<file path="src/rtl/timer_counter.sv">
// Prescaled timer/counter: up, auto-reload down, one-shot down and
// up/down modes, NUM_CMP compare channels, wrap event and sticky irq.
//
// Ports:
//   clk, resetn     clock and synchronous active-low reset
//   start, stop     run control pulses (stop wins when both are high)
//   mode            0 up, 1 down reload, 2 down one-shot, 3 up/down
//   psc             one count step per psc+1 running cycles
//   load, load_val  asynchronous-to-count load of q (discards a step)
//   reload_val      period/top value
//   cmp_val         channel i at [i*WIDTH +: WIDTH]
//   irq_en, irq_clr bit0 wrap source, bit i+1 compare i; clear pulse
//   q, running      current count and run state
//   wrap_evt        1-cycle pulse aligned with the post-wrap q
//   cmp_match       per-channel 1-cycle pulse aligned with matching q
//   irq             sticky interrupt
module timer_counter #(
   parameter int WIDTH     = 32,
   parameter int PSC_WIDTH = 16,
   parameter int NUM_CMP   = 2
) (
   input  logic                       clk,
   input  logic                       resetn,
   input  logic                       start,
   input  logic                       stop,
   input  logic [1:0]                 mode,
   input  logic [PSC_WIDTH-1:0]       psc,
   input  logic                       load,
   input  logic [WIDTH-1:0]           load_val,
   input  logic [WIDTH-1:0]           reload_val,
   input  logic [NUM_CMP*WIDTH-1:0]   cmp_val,
   input  logic [NUM_CMP:0]           irq_en,
   input  logic                       irq_clr,
   output logic [WIDTH-1:0]           q,
   output logic                       running,
   output logic                       wrap_evt,
   output logic [NUM_CMP-1:0]         cmp_match,
   output logic                       irq
);

   typedef enum logic [1:0] {
      M_UP      = 2'd0,
      M_DN_RELD = 2'd1,
      M_DN_ONE  = 2'd2,
      M_UPDN    = 2'd3
   } mode_t;

   localparam logic [WIDTH-1:0] ONE = WIDTH'(1);

   logic [PSC_WIDTH-1:0] psc_cnt;
   logic                 dir_dn;

   logic                 step;
   logic [WIDTH-1:0]     q_step;
   logic                 dir_step;
   logic                 wrap_step;
   logic                 expire;
   logic [NUM_CMP-1:0]   match_step;
   logic                 run_nxt;
   logic                 irq_set;

   // A step is due when the prescaler has counted psc+1 running cycles.
   assign step = running && (psc_cnt == psc);

   // Next count for a step in the currently selected mode.
   always_comb begin
      q_step    = q;
      dir_step  = dir_dn;
      wrap_step = 1'b0;
      expire    = 1'b0;
      unique case (mode_t'(mode))
         M_UP: begin
            if (q == reload_val) begin
               q_step    = '0;
               wrap_step = 1'b1;
            end else begin
               // Above reload_val this rolls through 2^WIDTH-1 to 0
               // silently, since only the equality is a wrap.
               q_step = q + ONE;
            end
         end
         M_DN_RELD: begin
            if (q == '0) begin
               q_step    = reload_val;
               wrap_step = 1'b1;
            end else begin
               q_step = q - ONE;
            end
         end
         M_DN_ONE: begin
            if (q == '0) begin
               wrap_step = 1'b1;
               expire    = 1'b1;
            end else begin
               q_step = q - ONE;
            end
         end
         M_UPDN: begin
            if (!dir_dn) begin
               if (q >= reload_val) begin
                  dir_step = 1'b1;
                  // A zero top value pins the triangle at 0.
                  if (reload_val != '0) q_step = q - ONE;
               end else begin
                  q_step = q + ONE;
               end
            end else begin
               if (q == '0) begin
                  dir_step  = 1'b0;
                  wrap_step = 1'b1;
                  if (reload_val != '0) q_step = ONE;
               end else begin
                  q_step = q - ONE;
               end
            end
         end
      endcase
   end

   // Compare against the value q is about to take on a step.
   always_comb begin
      match_step = '0;
      for (int i = 0; i < NUM_CMP; i++) begin
         match_step[i] = (q_step == cmp_val[i*WIDTH +: WIDTH]);
      end
   end

   // Run state: stop beats start, start is ignored while running,
   // and a one-shot expiry stops the counter on the expiry edge.
   always_comb begin
      run_nxt = running;
      if (stop) begin
         run_nxt = 1'b0;
      end else if (start && !running) begin
         run_nxt = 1'b1;
      end
      if (running && !load && step && expire) begin
         run_nxt = 1'b0;
      end
   end

   assign irq_set = (wrap_evt & irq_en[0])
                  | (|(cmp_match & irq_en[NUM_CMP:1]));

   always_ff @(posedge clk) begin
      if (!resetn) begin
         q         <= '0;
         psc_cnt   <= '0;
         dir_dn    <= 1'b0;
         running   <= 1'b0;
         wrap_evt  <= 1'b0;
         cmp_match <= '0;
         irq       <= 1'b0;
      end else begin
         wrap_evt  <= 1'b0;
         cmp_match <= '0;
         running   <= run_nxt;
         // Set takes priority over a coincident clear.
         irq       <= (irq & ~irq_clr) | irq_set;

         if (start && !stop && !running) begin
            psc_cnt <= '0;
            dir_dn  <= 1'b0;
         end

         if (load) begin
            q       <= load_val;
            psc_cnt <= '0;
            dir_dn  <= 1'b0;
         end else if (running) begin
            if (step) begin
               q         <= q_step;
               dir_dn    <= dir_step;
               psc_cnt   <= '0;
               wrap_evt  <= wrap_step;
               cmp_match <= match_step;
            end else begin
               psc_cnt <= psc_cnt + 1'b1;
            end
         end
      end
   end

endmodule
</file>
<file path="config.mk">
export PLATFORM = sky130hd
export DESIGN_NAME = timer_counter
export DESIGN_NICKNAME = d
export VERILOG_FILES = /design/src/rtl/timer_counter.sv
export SDC_FILE = /design/constraint.sdc
export NUM_CORES = 1
export LEC_CHECK = 0
export BUFFER_PORTS_ARGS = -buffer_cell sky130_fd_sc_hd__buf_4
export CAP_MARGIN = 20
export CORE_MARGIN = 8
export CORE_UTILIZATION = 45
export DETAILED_ROUTE_END_ITERATION = 12
export MAX_ROUTING_LAYER = met4
export PLACE_DENSITY = 0.67
export SYNTH_ARGS = -nofsm -noshare
export SYNTH_HDL_FRONTEND = slang
export SYNTH_SLANG_ARGS = --single-unit
</file>
<file path="constraint.sdc">
create_clock -name clk -period 5.8 [get_ports clk]
set_input_delay 0.87 -clock clk [delete_from_list [all_inputs] [get_ports clk]]
set_output_delay 0.87 -clock clk [all_outputs]
set_load 0.01 [all_outputs]
</file>
== Word-level counts from Yosys, hierarchy flattened ==
Index checks and enable logic that the tools add are counted.

* Bits of input ports: 155
* Bits in latches: 0
* Memories: 0
* Bits in read-only memories: 0
* Bits in registers: 54
* Bits in writable memories: 0

* Shift operators: 0
* Add/subtract/negate cells: 3
* Muxes and demuxes: 27
* Equality and inequality tests: 8
* Reduce and logical (&&, ||, !) cells: 22
* $mul: 0
* $lt $le $gt $ge: 1
* Bitwise operators: 9
* Divide/modulo/power cells: 0

{| class="wikitable"
|+ Operators with widths
! operator !! count
|-
| $mux 32 || 11
|-
| $pmux 32 s4 || 1
|-
| $eq 32x32->1 || 3
|-
| $mux 16 || 3
|-
| $add 32x1->32 const B || 1
|-
| $ge 32x32->1 || 1
|-
| $logic_not 32->1 || 1
|-
| $reduce_bool 32->1 || 1
|-
| $sub 32x1->32 const B || 1
|-
| $add 16x1->16 const B || 1
|-
| $eq 16x16->1 || 1
|-
| $mux 1 || 11
|-
| $logic_and 1x1->1 || 7
|-
| $reduce_bool 2->1 || 3
|-
| $reduce_or 2->1 || 3
|-
| $eq 2x2->1 const B || 2
|-
| $not 1->1 || 4
|-
| $reduce_or 4->1 || 1
|-
| $logic_not 1->1 || 3
|-
| $ne 3x2->1 const B || 1
|-
| $pmux 1 s3 || 1
|-
| $reduce_or 3->1 || 1
|-
| $and 1x1->1 || 2
|-
| $and 2x2->2 || 1
|-
| 4 further kinds || 5
|}

== Depth between registers and ports, before layout ==
Gate-level depths: netlist of run 1.

* Depth after elaboration: 8
* Gate-level depth with buffers: 17

== Worst setup path after synthesis of run 1 ==
No wires, ideal clock.

* Path type: in2reg
* Start point: input reload_val[31]
* End point: register cmp_match[0]
* Data arrival time: 4.159 ns
* Buffers on the path: 1
* Stages on the path: 14
* Slack: 1.553 ns
* Cell sequence: inv_1 -> ha_1 -> nand4_1 -> nor3_1 -> a221o_1 -> nor3_1 -> nand2_1 -> clkbuf_1 -> a211oi_1 -> mux2i_1 -> a21oi_1 -> a2111oi_0 -> o2111ai_1 -> nor4_2

* Longest elaborated chain between the ends: 6
* Elaborated cells on any way between the ends: 12
* Classes of those cells: order compare (1); eq/ne (2); mux (8); reduce/logical (1)

{| class="wikitable"
|+ Ends and longest elaborated chain
! element !! line !! text
|-
| start: declaration || 30 || <nowiki>input logic [WIDTH-1:0] reload_val,</nowiki>
|-
| branches (longest 4 deep; another with $ge 32x32->1) || - ||
|-
| $pmux 32 s4 (*) || 71 || <nowiki>unique case (mode_t'(mode))</nowiki>
|-
| $eq 32x32->1 (*) || 124 || <nowiki>match_step[i] = (q_step == cmp_val[i*WIDTH +: WIDTH]);</nowiki>
|-
| end signal: assignment || 176 || <nowiki>cmp_match <= match_step;</nowiki>
|-
| end: declaration || 37 || <nowiki>output logic [NUM_CMP-1:0] cmp_match,</nowiki>
|}

Every way passes the cells marked *.
A chain may end at the register's enable or synchronous reset.

== Worst setup path in the final report of run 1 ==
* Start point: register q[0]
* End point: register cmp_match[0]

* Longest elaborated chain between the ends: 6
* Elaborated cells on any way between the ends: 15
* Classes of those cells: add/sub (2); order compare (1); eq/ne (2); mux (9); reduce/logical (1)

{| class="wikitable"
|+ Ends and longest elaborated chain
! element !! line !! text
|-
| start: declaration || 34 || <nowiki>output logic [WIDTH-1:0] q,</nowiki>
|-
| start signal: assignment || 167 || <nowiki>q <= load_val;</nowiki>
|-
| start signal: assignment || 172 || <nowiki>q <= q_step;</nowiki>
|-
| $sub 32x1->32 || - ||
|-
| $mux 32 || 103 || <nowiki>if (reload_val != '0) q_step = q - ONE;</nowiki>
|-
| $mux 32 || 100 || <nowiki>if (q >= reload_val) begin</nowiki>
|-
| $mux 32 || 99 || <nowiki>if (!dir_dn) begin</nowiki>
|-
| $pmux 32 s4 (*) || 71 ||
|-
| $eq 32x32->1 (*) || 124 ||
|}

Mark *: on every way between the ends. The rest lies on a longest branch, timed or not.

==> results of run 1 <==
[layer usage]
layer	up-vias	part of all wire [%]
met4	0	8.6
met2	1210	41
li1	5936	-
met3	359	14
met5	-	0
met1	6503	36
[power by group]
group          internal [W]  leakage [nW]  switching (W)
clock network      0.000167        0.0759       0.000199
logic              0.000345          4.17       0.000578
registers          0.000385         0.443      0.0000511
total              0.000897          4.69       0.000828
[cells by family after synthesis]
| group | Yosys count | synth area share, % |
|---|---|---|
| AND/OR/NAND/NOR | 620 | 33.0 |
| AO/OA/AOI/OAI | 469 | 32.8 |
| adder cells (fa/ha/maj) | 40 | 5.13 |
| XOR/XNOR | 106 | 9.51 |
| flip-flops | 54 | 11.1 |
| buffers and inverters | 181 | 7.12 |
| multiplexers | 13 | 1.37 |
[critical path: stages (launching register included)]
cell,delay [ps]
dfxtp_1,320
inv_1,180
ha_1,340
or4b_1,660
nor4_1,410
buf_4,240
nand3_1,290
buf_4,310
buf_4,190
nand2_1,170
a22oi_1,390
a22o_1,360
nor4_1,500
nand4_1,150
nor4_1,260
nand4_1,160
nor4_2,140
[sequential cells by signal, indices dropped and copies added, names as in the netlist]
name       flops
q             32
psc_cnt       16
cmp_match      2
dir_dn         1
irq            1
running        1
wrap_evt       1
[layout make-up]
type	count	area (sq um)	area share [%]
antenna	3	7.51	0.0630
clock buffer	5	125	1.05
clock inverter	3	28.8	0.242
inverter	66	248	2.08
multi-input combinational	1248	8010	67.3
sequential	54	1080	9.08
tap	280	350	2.94
timing repair buffer	272	2060	17.3
[cell usage after synthesis (all sizes together), types with 9 or more instances]
cell | n | area (sq um)
or2 | 18 | 113
o21ai | 98 | 494
a21o | 11 | 82.6
or4 | 13 | 105
dfxtp | 54 | 1080
nand2 | 142 | 533
and4 | 9 | 78.8
inv | 64 | 240
a221oi | 11 | 103
a22oi | 10 | 75.1
a311oi | 22 | 193
nor2 | 129 | 484
a31oi | 23 | 144
clkbuf | 101 | 379
o31ai | 12 | 104
o211a | 10 | 100
xor2 | 44 | 385
buf | 14 | 68.8
nand4 | 38 | 238
nor3 | 59 | 300
and2 | 14 | 90.1
mux2i | 10 | 100
a211oi | 25 | 198
xnor2 | 62 | 543
nor4 | 55 | 372
a21oi | 109 | 546
nand3 | 55 | 275
o211ai | 32 | 240
o22ai | 9 | 56.3
and3 | 26 | 163
ha | 40 | 500
or3 | 24 | 150
[cell usage in the layout, fill, tap and decap left out, types with 8 or more instances in the layout]
cell / n
buf_4: 269
nand2_1: 142
nor2_1: 129
a21oi_1: 109
o21ai_0: 96
inv_1: 63
xnor2_1: 62
nor3_1: 57
nand3_1: 55
dfxtp_1: 54
nor4_1: 51
xor2_1: 44
ha_1: 39
nand4_1: 38
o211ai_1: 32
and3_1: 26
or3_1: 24
a31oi_1: 23
a211oi_1: 23
a311oi_1: 22
or2_2: 18
and2_1: 13
or4_1: 11
a21o_1: 11
o31ai_1: 11
a22oi_1: 10
mux2i_1: 10
o211a_1: 10
a221oi_1: 10
and4_1: 9
o22ai_1: 9
o32ai_1: 8
o2111ai_1: 8
[how the worst min path moves through the flow]
stage                            from           to  slack, ps  depth (start not counted)
after floorplan           psc_cnt[15]  psc_cnt[15]        470                          1
after global placement         dir_dn       dir_dn        500                          2
after detailed placement       dir_dn       dir_dn        500                          2
after CTS                      dir_dn       dir_dn        520                          2
after global routing      psc_cnt[10]  psc_cnt[10]        560                          1
final                          dir_dn       dir_dn        520                          2
[stage by stage]
stage	power, W	utilization, %	instance area (sq um)
floorplan	0.000903	-	9760
global placement	0.00131	54.3	11700
detailed placement	0.00131	54.4	11700
CTS	0.00166	55.2	11900
global route	0.00176	55.2	11900
finish	0.00173	55.3	11900
==> flow_summary.yaml, run 1 <==
outcome:
  outcome: "finished clean"
route:
  viasPerCell: 7.25
  drtPass1Iterations: 6
  ant_nets: 0
  wl_per_cell_um: 31.3
  via_count: 14000
  drt-initial-drc-count: 2075
  detail_route.drc_violations: 0
  wl_um: 60500
sta:
  fin_crit_sh_pct: 88.6
  maxSlewHeadroom_pct: 19.0
  worst_pin_slew_ps: 1200
  whs_ps: 521
  fmax_mhz: 195
  rsz0062_at_grt: "no"
  finalCriticalPeriod_ps: 5140
  fin_worst_skew_ps: 20.9
  setup_viol: 0
  tns_ps: 0
  hold_violations: 0
  maxSlewViolCount: 0
  worst_slack_ps: 662
clock_network:
  clkLatencyLatePin_ps: 330
  root_buffer: "clkbuf_16"
  ctsHoldBuffers: 0
  cts_max_path_buffers: 2
  clkTransAtPathRegs_ps: 110
  cts_tree: "done"
  cts_resized: 0
  cts_sinks: 54
  postCtsSetupBuffers: 0
  numCtsBuffers: 5
  htree_levels: 2
critical_path:
  worst_r2r_startpoint: "q[0]"
  worst-endpoint-arrival_ps: 5400
  r2r_slack_ps: 660
  rr_worst_depth: 16
  worstSetupStartpoint: "q[0]"
  criticalPathCategory: "reg2reg"
  required_ps: 6060
  endpoint: "cmp_match[0]"
  end_kind: "flop"
  start_kind: "flop"
  timing.rr.end: "cmp_match[0]"
  worstPathMaxFanout: 8
global_routing:
  grt_use_met1_pct: 51.3
  grt_pass1_wl_um: 86200
  busiest_layer: "met2"
  use_met3_pct: 15.5
  grt_overflow_total: 0
  grt_pass1_vias: 13100
  met2_usage_pct: 65.3
  grt_util_all_layers_pct: 44.9
  grt_max_degree: 51
  antenna_found_initial: 2
final_layout:
  fin_cells: 1931
  num-fill-cells: 2223
  layout.nets: 1842
  drive_above_1_share_pct: 19.9
  syn_to_final_growth_pct: 22.0
synthesis:
  ys_async_sr_fraction_pct: 0
  ys_ff_latch: 54
  synth_seq_area_share_pct: 11.1
  ys_warn_count: 0
  syn_area_sq_um: 9760
  ys.flop_type: "dfxtp_1"
  syn_inst: 1483
  synth_edf_count: 0
  yosysUniqueCellTypes: 83
  syn_avg_cell_area_sq_um: 6.58
  synth_nets: 1678
job:
  cap_viol_max_count: 0
placement:
  place_inst: 1918
  place.gp.congestion: 1.17
  io_buffers: 191
  pre_cts_ws_ps: 670
  dpl.hpwl_um: 45800
die:
  start_util_pct: 45.3
  dieWidth_um: 163
  placeableCoreArea_sq_um: 21600
  rows: 54
  dieArea_sq_um: 26700
  ios: 192
  die_h_um: 163
min_path:
  hp-class: "reg2reg"
pwr:
  cellPowerDensity_nw_per_um2: 145
  leakagePower_nw: 4.69
  ir_drop_uv: 112
No activity file was read; power rests on OpenSTA's default activity.
==> inputs of run 2 (changes only) <==
- CORE_MARGIN: 8 -> default
- MAX_ROUTING_LAYER: met4 -> default
==> run 2 against run 1 <==
  * Cell area about the same
  * Critical endpoint is now cmp_match[1]
  * Highest routed layer unchanged
  * Sequential power down 4.6%
  * Worst hold slack better by 6.2 ps
  * Non-clock buffer count up 4
  * Setup slack worse by 480 ps
==> flow_summary.yaml, run 2 (synthesis gave the netlist of run 1 again) <==
global_routing:
  grt_util_all_layers_pct: 51.4
  busiest_layer: "met2"
  use_met3_pct: 18.7
  antenna_found_initial: 1
  met2_usage_pct: 76.3
  grt_max_degree: 55
  grt_pass1_wl_um: 83200
  grt_use_met1_pct: 60.2
  grt_pass1_vias: 12900
  grt_overflow_total: 0
placement:
  place_area_sq_um: 11700
  io_buffers: 191
  place.gp.congestion: 1.07
  place_inst: 1918
  dpl.hpwl_um: 43900
route:
  drtPass1Iterations: 7
  ant_nets: 0
  wl_per_cell_um: 30.2
  drt-initial-drc-count: 2258
  via_count: 14100
  detail_route.drc_violations: 0
  wl_um: 58200
  viasPerCell: 7.32
clock_network:
  cts_max_path_buffers: 2
  cts_tree: "done"
  numCtsBuffers: 5
  root_buffer: "clkbuf_16"
  htree_levels: 2
  clkTransAtPathRegs_ps: 100
  postCtsSetupBuffers: 0
  ctsHoldBuffers: 0
  cts_resized: 0
  cts_sinks: 54
  clkLatencyLatePin_ps: 330
final_layout:
  fin_cells: 1928
  drive_above_1_share_pct: 20.1
  final_common_cell: "buf_4"
  regMostFlops: "q"
  layout.nets: 1846
  syn_to_final_growth_pct: 22.0
  fin_util_pct: 56.3
  fin_area_sq_um: 11900
  top_regs: "q (32), psc_cnt (16), cmp_match (2)"
  num-fill-cells: 2144
  layout_common_cells: "buf_4 (275), nand2_1 (142), nor2_1 (129)"
  largest_register_ffs: 32
pwr:
  ir_drop_uv: 117
  combPwrFrac_pct: 54.7
  netSwitchingPower_w: 0.000827
  p_int_w: 0.000897
  clockPowerShare_pct: 21.2
  cellPowerDensity_nw_per_um2: 145
  switching_share_pct: 48.0
  leakagePower_nw: 4.71
  pwr-share-seq_pct: 24.1
die:
  ios: 192
  dieArea_sq_um: 22300
  dieWidth_um: 149
  placeableCoreArea_sq_um: 21200
  start_util_pct: 46.2
  die_h_um: 149
  rows: 53
outcome:
  outcome: "finished clean"
sta:
  hold_violations: 0
  fin_worst_skew_ps: 14.2
  setup_viol: 0
  fin_crit_sh_pct: 96.8
  fmax_mhz: 178
  worst_pin_slew_ps: 1270
  rsz0062_at_grt: "no"
  maxSlewViolCount: 0
  finalCriticalPeriod_ps: 5610
  maxSlewHeadroom_pct: 14.8
  tns_ps: 0
critical_path:
  end_kind: "flop"
  start_kind: "flop"
  worstPathMaxFanout: 8
  worst-endpoint-arrival_ps: 5900
  required_ps: 6080
  criticalPathCategory: "reg2reg"
min_path:
  hp-class: "reg2reg"
job:
  cap_viol_max_count: 0
## run 2: worst paths after layout
kind               start      endpoint  slack, ps  cells after the start
max                 q[0]  cmp_match[1]        190                     13
min          psc_cnt[15]   psc_cnt[15]        530                      1
max reg2reg         q[0]  cmp_match[1]        190                     13
min reg2reg  psc_cnt[15]   psc_cnt[15]        530                      1
## run 2: critical path, stage by stage, from the launching register on
cell      delay [ps]
dfxtp_1          390
inv_1            230
ha_1             380
or4b_1           710
or4_4            680
nor3_1           250
xor2_1           660
o221ai_1         670
and2_1           390
o211ai_1         180
o2111a_1         260
nand4_1          250
nor4b_2          320
and4_1           200
## run 2: layout make-up
cell class | count | area [sq um] | area share [%]
Multi-Input combinational cell | 1248 | 8010 | 67.3
Tap cell | 275 | 344 | 2.89
Clock inverter | 3 | 28.8 | 0.242
Timing Repair Buffer | 276 | 2070 | 17.4
Sequential cell | 54 | 1080 | 9.08
Inverter | 66 | 248 | 2.08
Clock buffer | 5 | 125 | 1.05
Antenna cell | 1 | 2.50 | 0.0210
## run 2: through the flow
step | hold WS [ps] | setup slack (ps) | power (W)
global placement | 509 | 500 | 0.00130
finish | 527 | 186 | 0.00172
floorplan | 469 | 1550 | 0.000903
detailed placement | 508 | 594 | 0.00130
CTS | 523 | 570 | 0.00166
global route | 549 | 231 | 0.00176
## run 2: layer usage
| metal | wire, um | part of all wire (%) |
|---|---|---|
| met1 | 20200 | 35 |
| met2 | 23400 | 40 |
| met3 | 8960 | 15 |
| met4 | 5660 | 9.7 |
| met5 | 0 | 0 |
## run 2: power by group through the flow
stage                     sequential [W]  clock [W]  combinational, W
after global placement          0.000423          0          0.000878
after global routing            0.000416   0.000373          0.000974
final                           0.000416   0.000365          0.000942
after floorplan                 0.000414          0          0.000488
after detailed placement        0.000422          0          0.000882
after CTS                       0.000414   0.000361          0.000886
